===== src/rtl/restador_bcd_serial.sv =====
// ---------------------------------------------------------------------------
// restador_bcd_serial
//
// Serial multi-digit BCD subtractor. Computes |A - B| one BCD digit per clock,
// least-significant digit first, as A + nine's-complement(B) + 1 with the
// usual +6 decimal correction on every digit. When the final carry shows the
// result is negative, a second serial pass replaces the partial result with
// its ten's complement, which is the magnitude.
//
// Handshake (start/done):
//   - inicio is sampled only while idle (REPOSO). A cycle with inicio=1 in
//     REPOSO captures A and B and starts an operation; inicio at any other
//     time is ignored and never queued.
//   - ocupado is high from the cycle after the capturing edge until the
//     result is ready; it falls in the same cycle that listo pulses.
//   - listo is a single-cycle pulse. Z, negativo and error_bcd are valid in
//     that cycle and hold until the next accepted inicio.
//
// Ports:
//   clk       in   rising-edge clock
//   rst       in   synchronous, active-high reset (aborts any operation)
//   inicio    in   start request
//   A         in   minuend, packed BCD, digit 0 in bits [3:0]
//   B         in   subtrahend, packed BCD
//   Z         out  magnitude |A-B|, packed BCD
//   negativo  out  1 when A < B
//   listo     out  one-cycle done pulse
//   ocupado   out  operation in progress
//   error_bcd out  a captured digit was greater than 9
//
// Latency from the capturing edge to the listo cycle:
//   A >= B        : DIGITOS edges
//   A <  B        : 2*DIGITOS edges
//   invalid digit : 1 edge
// ---------------------------------------------------------------------------
module restador_bcd_serial #(
  parameter int DIGITOS = 4
) (
  input  logic                 clk,
  input  logic                 rst,
  input  logic                 inicio,
  input  logic [4*DIGITOS-1:0] A,
  input  logic [4*DIGITOS-1:0] B,
  output logic [4*DIGITOS-1:0] Z,
  output logic                 negativo,
  output logic                 listo,
  output logic                 ocupado,
  output logic                 error_bcd
);

  localparam int W  = 4 * DIGITOS;
  localparam int IW = (DIGITOS > 1) ? $clog2(DIGITOS) : 1;

  // FSM state is kept in the enum-typed register 'estado' so that checkers
  // can observe it hierarchically.
  typedef enum logic [1:0] {
    REPOSO      = 2'd0,
    RESTA       = 2'd1,
    COMPLEMENTO = 2'd2,
    FIN         = 2'd3
  } estado_t;

  estado_t         estado;
  estado_t         estado_n;

  logic [W-1:0]    a_r;
  logic [W-1:0]    b_r;
  logic [W-1:0]    z_r;
  logic [IW-1:0]   idx;
  logic            carry;
  logic            neg_r;
  logic            err_r;

  // Per-digit arithmetic signals
  logic [3:0]      dig_a;
  logic [3:0]      dig_b;
  logic [3:0]      dig_z;
  logic [4:0]      op1;
  logic [4:0]      op2;
  logic [4:0]      suma;
  logic [4:0]      suma_corr;
  logic [3:0]      digito;
  logic            carry_sig;
  logic            ultimo;
  logic            entrada_invalida;

  // -------------------------------------------------------------------------
  // Input validity: any nibble of A or B above 9 is not a BCD digit.
  // -------------------------------------------------------------------------
  function automatic logic tiene_digito_invalido(input logic [W-1:0] v);
    logic r;
    r = 1'b0;
    for (int i = 0; i < DIGITOS; i++) begin
      if (v[4*i +: 4] > 4'd9) begin
        r = 1'b1;
      end
    end
    return r;
  endfunction

  assign entrada_invalida = tiene_digito_invalido(A) | tiene_digito_invalido(B);

  // -------------------------------------------------------------------------
  // Digit selection for the current index
  // -------------------------------------------------------------------------
  always_comb begin
    dig_a = a_r[4*idx +: 4];
    dig_b = b_r[4*idx +: 4];
    dig_z = z_r[4*idx +: 4];
  end

  assign ultimo = (idx == IW'(DIGITOS - 1));

  // -------------------------------------------------------------------------
  // One decimal digit adder shared by both passes.
  //   RESTA      : A_i + (9 - B_i) + carry
  //   COMPLEMENTO: (9 - Z_i) + 0   + carry
  // The sum never exceeds 19, so 5 bits are enough, and (s + 6) mod 16 gives
  // the corrected decimal digit whenever s > 9.
  // -------------------------------------------------------------------------
  always_comb begin
    op1 = 5'd0;
    op2 = 5'd0;
    if (estado == COMPLEMENTO) begin
      op1 = {1'b0, 4'd9 - dig_z};
      op2 = 5'd0;
    end else begin
      op1 = {1'b0, dig_a};
      op2 = {1'b0, 4'd9 - dig_b};
    end
  end

  always_comb begin
    suma      = op1 + op2 + {4'd0, carry};
    suma_corr = suma + 5'd6;
    digito    = suma[3:0];
    carry_sig = 1'b0;
    if (suma > 5'd9) begin
      digito    = suma_corr[3:0];
      carry_sig = 1'b1;
    end
  end

  // -------------------------------------------------------------------------
  // FSM: state register
  // -------------------------------------------------------------------------
  always_ff @(posedge clk) begin
    if (rst) begin
      estado <= REPOSO;
    end else begin
      estado <= estado_n;
    end
  end

  // -------------------------------------------------------------------------
  // FSM: next state
  // An invalid operand is flagged at capture time; RESTA then skips the
  // arithmetic and goes straight to FIN, so the error result arrives one
  // edge after capture.
  // -------------------------------------------------------------------------
  always_comb begin
    estado_n = estado;
    case (estado)
      REPOSO: begin
        if (inicio) begin
          estado_n = RESTA;
        end
      end
      RESTA: begin
        if (err_r) begin
          estado_n = FIN;
        end else if (ultimo) begin
          // Final carry = 1 means A >= B; otherwise the result is negative
          // and needs the complement pass.
          estado_n = carry_sig ? FIN : COMPLEMENTO;
        end
      end
      COMPLEMENTO: begin
        if (ultimo) begin
          estado_n = FIN;
        end
      end
      FIN: begin
        estado_n = REPOSO;
      end
      default: begin
        estado_n = REPOSO;
      end
    endcase
  end

  // -------------------------------------------------------------------------
  // Datapath registers
  // -------------------------------------------------------------------------
  always_ff @(posedge clk) begin
    if (rst) begin
      a_r   <= '0;
      b_r   <= '0;
      z_r   <= '0;
      idx   <= '0;
      carry <= 1'b0;
      neg_r <= 1'b0;
      err_r <= 1'b0;
    end else begin
      case (estado)
        REPOSO: begin
          if (inicio) begin
            a_r   <= A;
            b_r   <= B;
            z_r   <= '0;
            idx   <= '0;
            carry <= 1'b1;
            neg_r <= 1'b0;
            err_r <= entrada_invalida;
          end
        end
        RESTA: begin
          if (!err_r) begin
            z_r[4*idx +: 4] <= digito;
            if (ultimo) begin
              // The most significant carry becomes the sign and is never
              // written into Z.
              if (carry_sig) begin
                neg_r <= 1'b0;
                carry <= 1'b1;
              end else begin
                neg_r <= 1'b1;
                carry <= 1'b1;
              end
              idx <= '0;
            end else begin
              carry <= carry_sig;
              idx   <= idx + 1'b1;
            end
          end
        end
        COMPLEMENTO: begin
          z_r[4*idx +: 4] <= digito;
          carry           <= carry_sig;
          if (ultimo) begin
            idx <= '0;
          end else begin
            idx <= idx + 1'b1;
          end
        end
        FIN: begin
          // Results hold until the next accepted start.
        end
        default: begin
        end
      endcase
    end
  end

  // -------------------------------------------------------------------------
  // Outputs
  // -------------------------------------------------------------------------
  assign Z         = z_r;
  assign negativo  = neg_r;
  assign error_bcd = err_r;
  assign listo     = (estado == FIN);
  assign ocupado   = (estado == RESTA) || (estado == COMPLEMENTO);

endmodule

===== config.mk =====
export PLATFORM = sky130hd
export DESIGN_NAME = restador_bcd_serial
export DESIGN_NICKNAME = d
export VERILOG_FILES = /design/src/rtl/restador_bcd_serial.sv
export SDC_FILE = /design/constraint.sdc
export NUM_CORES = 1
export LEC_CHECK = 0
export CORE_ASPECT_RATIO = 0.5
export CORE_MARGIN = 1.5
export CORE_UTILIZATION = 47
export DETAILED_ROUTE_END_ITERATION = 12
export GPL_TIMING_DRIVEN = 0
export MAX_ROUTING_LAYER = met4
export PLACE_DENSITY = 0.76
export SKIP_CTS_REPAIR_TIMING = 1
export SYNTH_ARGS = -nofsm -noshare
export SYNTH_HDL_FRONTEND = slang
export SYNTH_SLANG_ARGS = --single-unit

===== constraint.sdc =====
create_clock -name clk -period 3.8 [get_ports clk]
set_input_delay 0.76 -clock clk [delete_from_list [all_inputs] [get_ports clk]]
set_output_delay 0.76 -clock clk [all_outputs]
set_load 0.005 [all_outputs]

==> results of run 1 <==
Yosys cell counts, types with 2 or more instances:
cell / n
nand2_1: 74
dfxtp_1: 55
a21oi_1: 45
ha_1: 15
clkbuf_1: 14
inv_1: 14
a22o_1: 13
nor2_1: 13
mux4_2: 12
o21ai_0: 10
nand3_1: 7
nand2b_1: 6
nor3_1: 4
xnor2_1: 4
and2_1: 3
buf_2: 3
mux2i_1: 3
nand3b_1: 3
nand4_1: 3
nor2b_1: 3
nor4_1: 3
a211oi_1: 2
a21o_1: 2
fa_1: 2
mux2_2: 2
o211ai_1: 2
o21a_1: 2
cell type report:
class | count | share of cell area [%]
plain buffers | 16 | 2.12
repair buffers | 59 | 15.3
well taps | 73 | 2.41
inverters | 14 | 1.39
flip-flops and latches | 55 | 29.2
multi-input cells | 245 | 45.4
clock inverters | 2 | 0.529
clock buffers | 6 | 3.67
worst min-delay path, stage by stage (launching register included):
cell and delay, ns:
dfxtp_1 0.31, nand2_1 0.05, a21oi_1 0.05
metrics by stage:
step                area [sq um]  total power, mW  util, %  TNS (ns)  setup WS, ns
detailed placement          3530             2.62     62.0     -4.80        -0.530
floorplan                   2900             2.16        -         0         0.108
CTS                         3690             3.12     64.7     -5.32        -0.559
global placement            3530             2.57     62.0     -4.12        -0.474
finish                      3780             3.40     66.3         0        0.0899
global route                3780             3.65     66.3    -0.137       -0.0455
state kept, by name, summed over array words and instances (netlist names):
signal     flops
Z             16
a_r           16
b_r           16
estado         2
idx            2
carry          1
error_bcd      1
negativo       1
where the power goes:
part / switching (mW) / total [mW] / leakage (nW) / internal (mW)
clock network: 0.223 / 0.492 / 0.0790 / 0.269
logic: 1.18 / 2.15 / 0.888 / 0.970
registers: 0.0780 / 0.759 / 0.450 / 0.681
total: 1.48 / 3.40 / 1.42 / 1.92
worst min path at each step:
| stage | start | endpoint | slack, ns | cells after the start |
|---|---|---|---|---|
| final | a_r[5]$_SDFFE_PP0P_ | a_r[5]$_SDFFE_PP0P_ | 0.46 | 2 |
| after global placement | a_r[4]$_SDFFE_PP0P_ | a_r[4]$_SDFFE_PP0P_ | 0.44 | 2 |
| after floorplan | a_r[10]$_SDFFE_PP0P_ | a_r[10]$_SDFFE_PP0P_ | 0.43 | 2 |
| after global routing | b_r[4]$_SDFFE_PP0P_ | b_r[4]$_SDFFE_PP0P_ | 0.48 | 2 |
| after detailed placement | b_r[4]$_SDFFE_PP0P_ | b_r[4]$_SDFFE_PP0P_ | 0.45 | 2 |
| after CTS | b_r[4]$_SDFFE_PP0P_ | b_r[4]$_SDFFE_PP0P_ | 0.46 | 2 |
routing by layer:
layer / up-vias / global-route usage, % / share of wire (%)
met3: 11 / 7.72 / 6.4
met5: - / - / 0
met1: 1287 / 32.0 / 46
met2: 75 / 40.1 / 47
li1: 1303 / - / -
met4: 0 / 6.07 / 1.1
kinds of logic after synthesis:
family	share of synthesized area (%)
DFF	37.9
adders and majority gates	7.84
AOI/OAI and AO/OA	19.1
muxes	11.1
xor gates and xnor gates	1.21
buffers and inverters	4.14
and+or+nand+nor	18.7
==> impl_metrics.csv, run 1 <==
group,metric,value,unit
clock_tree,clock_latency,0.30,ns
critical_path,crit_path_end_kind,"register",
final_layout,nets,448,
yosys,synth.area.top_cells,"dfxtp_1, nand2_1, mux4_2, a21oi_1, ha_1",
power,peakVddDrop,0.000519,V
die,die_w,114,um
clock_tree,clock-sinks,55,
critical_path,cp.arrival,3.95,ns
critical_path,cp_max_fo,10,
final_layout,antenna_cells,0,
routing,routed_via_density,5.69,
critical_path,required,4.04,ns
placed_design,place_hpwl,5860,um
die,start_util,50.9,%
routing,drt-initial-drc-count,155,
critical_path,crit_chain,"buf_6 -> buf_6 -> mux4_2 -> inv_1 -> ha_1 -> mux2_2 -> ha_1 -> xnor2_2 -> ha_2 -> a22o_1 -> o31ai_4 -> mux2i_4 -> a22o_1",
yosys,yosysTopAreaCell,"dfxtp_1",
status,status,"finished, final reports clean",
clock_tree,path_clk_slew,0.07,ns
timing,worstMarginPinSlew,0.653,ns
critical_path,startpoint,"idx[0]$_SDFFE_PP0P_",
timing,finClkSkew,0.00898,ns
hold_path,hold_path.class,"register to register",
critical_path,slowest_delay,0.50,ns
clock_tree,clockBufferDepth,2,
placed_design,portBuffers,54,
yosys,synthFlopType,"dfxtp_1",
final_layout,fillers,467,
critical_path,cp.depth,13,
routing,firstDrtPassIters,4,
die,boundaryPins,55,
timing,drv_slew,0,
critical_path,reg2reg_from,"idx[0]$_SDFFE_PP0P_",
yosys,ys_seq_elements,55,
routing,postRouteAntennaNets,0,
routing,drc_errors,0,
critical_path,critPathLaunchType,"register",
routing,num_vias,2676,
routing,wire_per_inst,16.5,um
yosys,yosysUniqueCellTypes,39,
timing,setup_viol,0,
yosys,postSynthCellCount,331,
timing,slew_headroom,56.1,%
yosys,netlist_area,2900,sq um
timing,fin_crit,3.71,ns
critical_path,regToRegEndpoint,"Z[14]$_SDFFE_PP0P_",
critical_path,r2r_slack,0.09,ns
timing,fmax,270,MHz
grt,antenna_found_initial,0,
power,p_leak,1.42,nW
final_layout,synthToLayoutAreaGrowth,30.3,%
clock_tree,htreeDepth,2,
yosys,yosysSeqAreaShare,37.9,%
final_layout,multi_input_area,1720,sq um
grt,grt_first_pass_wirelength,12500,um
yosys,synthArstFlopShare,0,%
final_layout,final_common_cell,"nand2_1",
grt,gr-usage-all-layers,25.2,%
clock_tree,cts_tree,"done",
yosys,syn_area_per_cell,8.77,sq um
clock_tree,root_buffer,"clkbuf_16",
timing,final-hold-violation-count,0,
die,core,5710,sq um
final_layout,instances_no_fill,470,
timing,timing.hold.ws,0.457,ns
die,rows,19,
yosys,synth_edf_count,0,
power,p_per_area,899,nW/um^2
yosys,yosysTopAreaCellShare,37.9,%
yosys,synth_nets,383,
die,dieArea,6690,sq um
placed_design,placed_cells,458,
grt,globalRoute.totalOverflow,0,
final_layout,layout-drive-gt1-share,11.1,%
critical_path,endpoint,"Z[14]$_SDFFE_PP0P_",
critical_path,path_delay_family,"multiplexers",
final_layout,seq_area,1100,sq um
grt,grt_max_degree,19,
die,fp.dieH,58.6,um
placed_design,gp_congestion,0.921,
grt,grt_pass1_vias,2622,
job,drv_cap,0,
final_layout,final_cell_mix,"nand2_1, clkdlybuf4s50_1, dfxtp_1, a21oi_1, ha_1",
critical_path,cp_slowest_cell,"mux4_2",
routing,routed_wl,7770,um
timing,fin_crit_sh,97.6,%
critical_path,critPathKind,"register to register",
yosys,yosysWarnings,0,
critical_path,path_buf_inv,3,
critical_path,reg2regPathDepth,13,
clock_tree,cts_buffers,5,
(Power assumes the default switching activity.)
==> run 2: changes to the inputs <==
PLACE_DENSITY = 0.73   (was 0.76)
clock period = 4.5 ns   (was 3.8 ns; I/O delays follow)
==> run 2 against run 1 <==
  * Fmax shrank 13%
  * Power shrank 21%
  * Clock-buffer cell count is the same
  * Design area shrank 2.1%
  * Clock power shrank 16%
  * Via count is essentially flat
  * Setup slack gained 0.16 ns
  * Non-clock buffer count shrank 4
  * Global-route usage shrank 0.21 points
  * Hold slack gained 0.00067 ns
  * Utilization shrank 1.4 points
  * Die area is the same
==> impl_metrics.csv, run 2 (same netlist as run 1, synthesis figures left out) <==
group,metric,value,unit
timing,tns,0,ns
critical_path,reg2regPathDepth,13,
final_layout,seq_area,1100,sq um
hold_path,hp-start,"a_r[5]$_SDFFE_PP0P_",
routing,routed_wl,7580,um
status,status,"finished, final reports clean",
timing,fmax,235,MHz
routing,firstDrtPassIters,4,
routing,wire_per_inst,16.3,um
grt,grt_max_degree,19,
critical_path,crit_path_end_kind,"register",
final_layout,nets,444,
timing,setup_viol,0,
routing,num_vias,2677,
final_layout,synthToLayoutAreaGrowth,27.6,%
routing,drt-initial-drc-count,199,
power,p_per_area,727,nW/um^2
power,power,2.69,mW
die,start_util,50.9,%
critical_path,critPathLaunchType,"register",
die,die_w,114,um
grt,gr-usage-all-layers,25.0,%
final_layout,final_common_cell,"nand2_1",
final_layout,multi_input_area,1690,sq um
die,fp.dieH,58.6,um
critical_path,cp.arrival,4.48,ns
power,peakVddDrop,0.000396,V
placed_design,gp_congestion,0.949,
die,core,5710,sq um
routing,postRouteAntennaNets,0,
die,boundaryPins,55,
final_layout,antenna_cells,0,
final_layout,final_util,64.9,%
timing,finClkSkew,0.00933,ns
die,dieArea,6690,sq um
critical_path,required,4.73,ns
timing,final-hold-violation-count,0,
routing,drc_errors,0,
timing,fin_crit,4.25,ns
final_layout,layout-drive-gt1-share,8.14,%
critical_path,cp_max_fo,10,
grt,antenna_found_initial,0,
grt,gr-max-usage-layer,"met2",
grt,grt.met1_usage,34.6,%
hold_path,hold_path.class,"register to register",
clock_tree,path_clk_slew,0.07,ns
job,drv_cap,0,
clock_tree,clock_latency,0.30,ns
grt,grt_first_pass_wirelength,12500,um
timing,slew_headroom,53.2,%
placed_design,place_hpwl,5740,um
grt,use_met3,4.12,%
clock_tree,clockBufferDepth,2,
timing,rsz0062_at_grt,"no",
timing,worstMarginPinSlew,0.696,ns
hold_path,hold_path_depth,2,
clock_tree,clock-sinks,55,
grt,grt_pass1_vias,2580,
timing,fin_crit_sh,94.4,%
clock_tree,cts_buffers,5,
grt,grtUsageMet2,39.1,%
grt,globalRoute.totalOverflow,0,
final_layout,fillers,491,
timing,drv_slew,0,
critical_path,reg2reg_from,"idx[0]$_SDFFE_PP0P_",
power,p_leak,1.39,nW
final_layout,final_cell_mix,"nand2_1, dfxtp_1, clkdlybuf4s50_1, a21oi_1, ha_1",
critical_path,startpoint,"idx[0]$_SDFFE_PP0P_",
critical_path,critPathKind,"register to register",
clock_tree,htreeDepth,2,
die,rows,19,
clock_tree,cts_tree,"done",
routing,routed_via_density,5.74,
placed_design,portBuffers,54,
clock_tree,root_buffer,"clkbuf_16",
run 2: cell types whose count changed in the layout (fill, tap and decap cells not counted), sizes merged:
cell    delta
buf        -7
clkbuf     +3
run 2: final timing paths:
check / slack [ns] / end
worst max register to register: 0.25 / Z[14]$_SDFFE_PP0P_
worst min-delay path: 0.46 / a_r[5]$_SDFFE_PP0P_
worst max-delay path: 0.25 / Z[14]$_SDFFE_PP0P_
worst min register to register: 0.46 / a_r[5]$_SDFFE_PP0P_
run 2: critical path: stages (launching register included):
cell and delay (ns):
dfxtp_1 0.37, clkbuf_4 0.27, clkbuf_4 0.29, mux4_2 0.54
a21oi_1 0.28, fa_1 0.25, inv_1 0.06, fa_1 0.57
inv_1 0.09, ha_1 0.26, a22o_1 0.29, o31ai_4 0.33
mux2i_2 0.41, a22o_1 0.18
run 2: where the power goes:
| part | internal [mW] | switching, mW |
|---|---|---|
| registers | 0.573 | 0.0632 |
| logic | 0.696 | 0.946 |
| clock network | 0.227 | 0.187 |
| total | 1.50 | 1.20 |
run 2: through the flow:
step           instances  worst slack (ns)  hold WS [ns]  area (sq um)
2_1_floorplan        331             0.808         0.433          2900
3_3_place_gp         458             0.202         0.438          3530
3_5_place_dp         458             0.117         0.448          3530
4_1_cts              466            0.0739         0.459          3690
5_1_grt              466            0.0158         0.479          3700
6_report             466             0.250         0.457          3700
run 2: final cells by class:
class	instances	share of cell area (%)
Inverter	14	1.42
Clock buffer	6	3.75
Tap cell	73	2.47
Sequential cell	55	29.7
Buffer	17	1.99
Timing Repair Buffer	54	14.6
Clock inverter	2	0.541
Multi-Input combinational cell	245	45.5
run 2: metal layers:
metal | wire length [um] | part of all wire (%)
met4 | 114 | 1.5
met3 | 441 | 5.8
met5 | 0 | 0
met2 | 3410 | 45
met1 | 3610 | 48
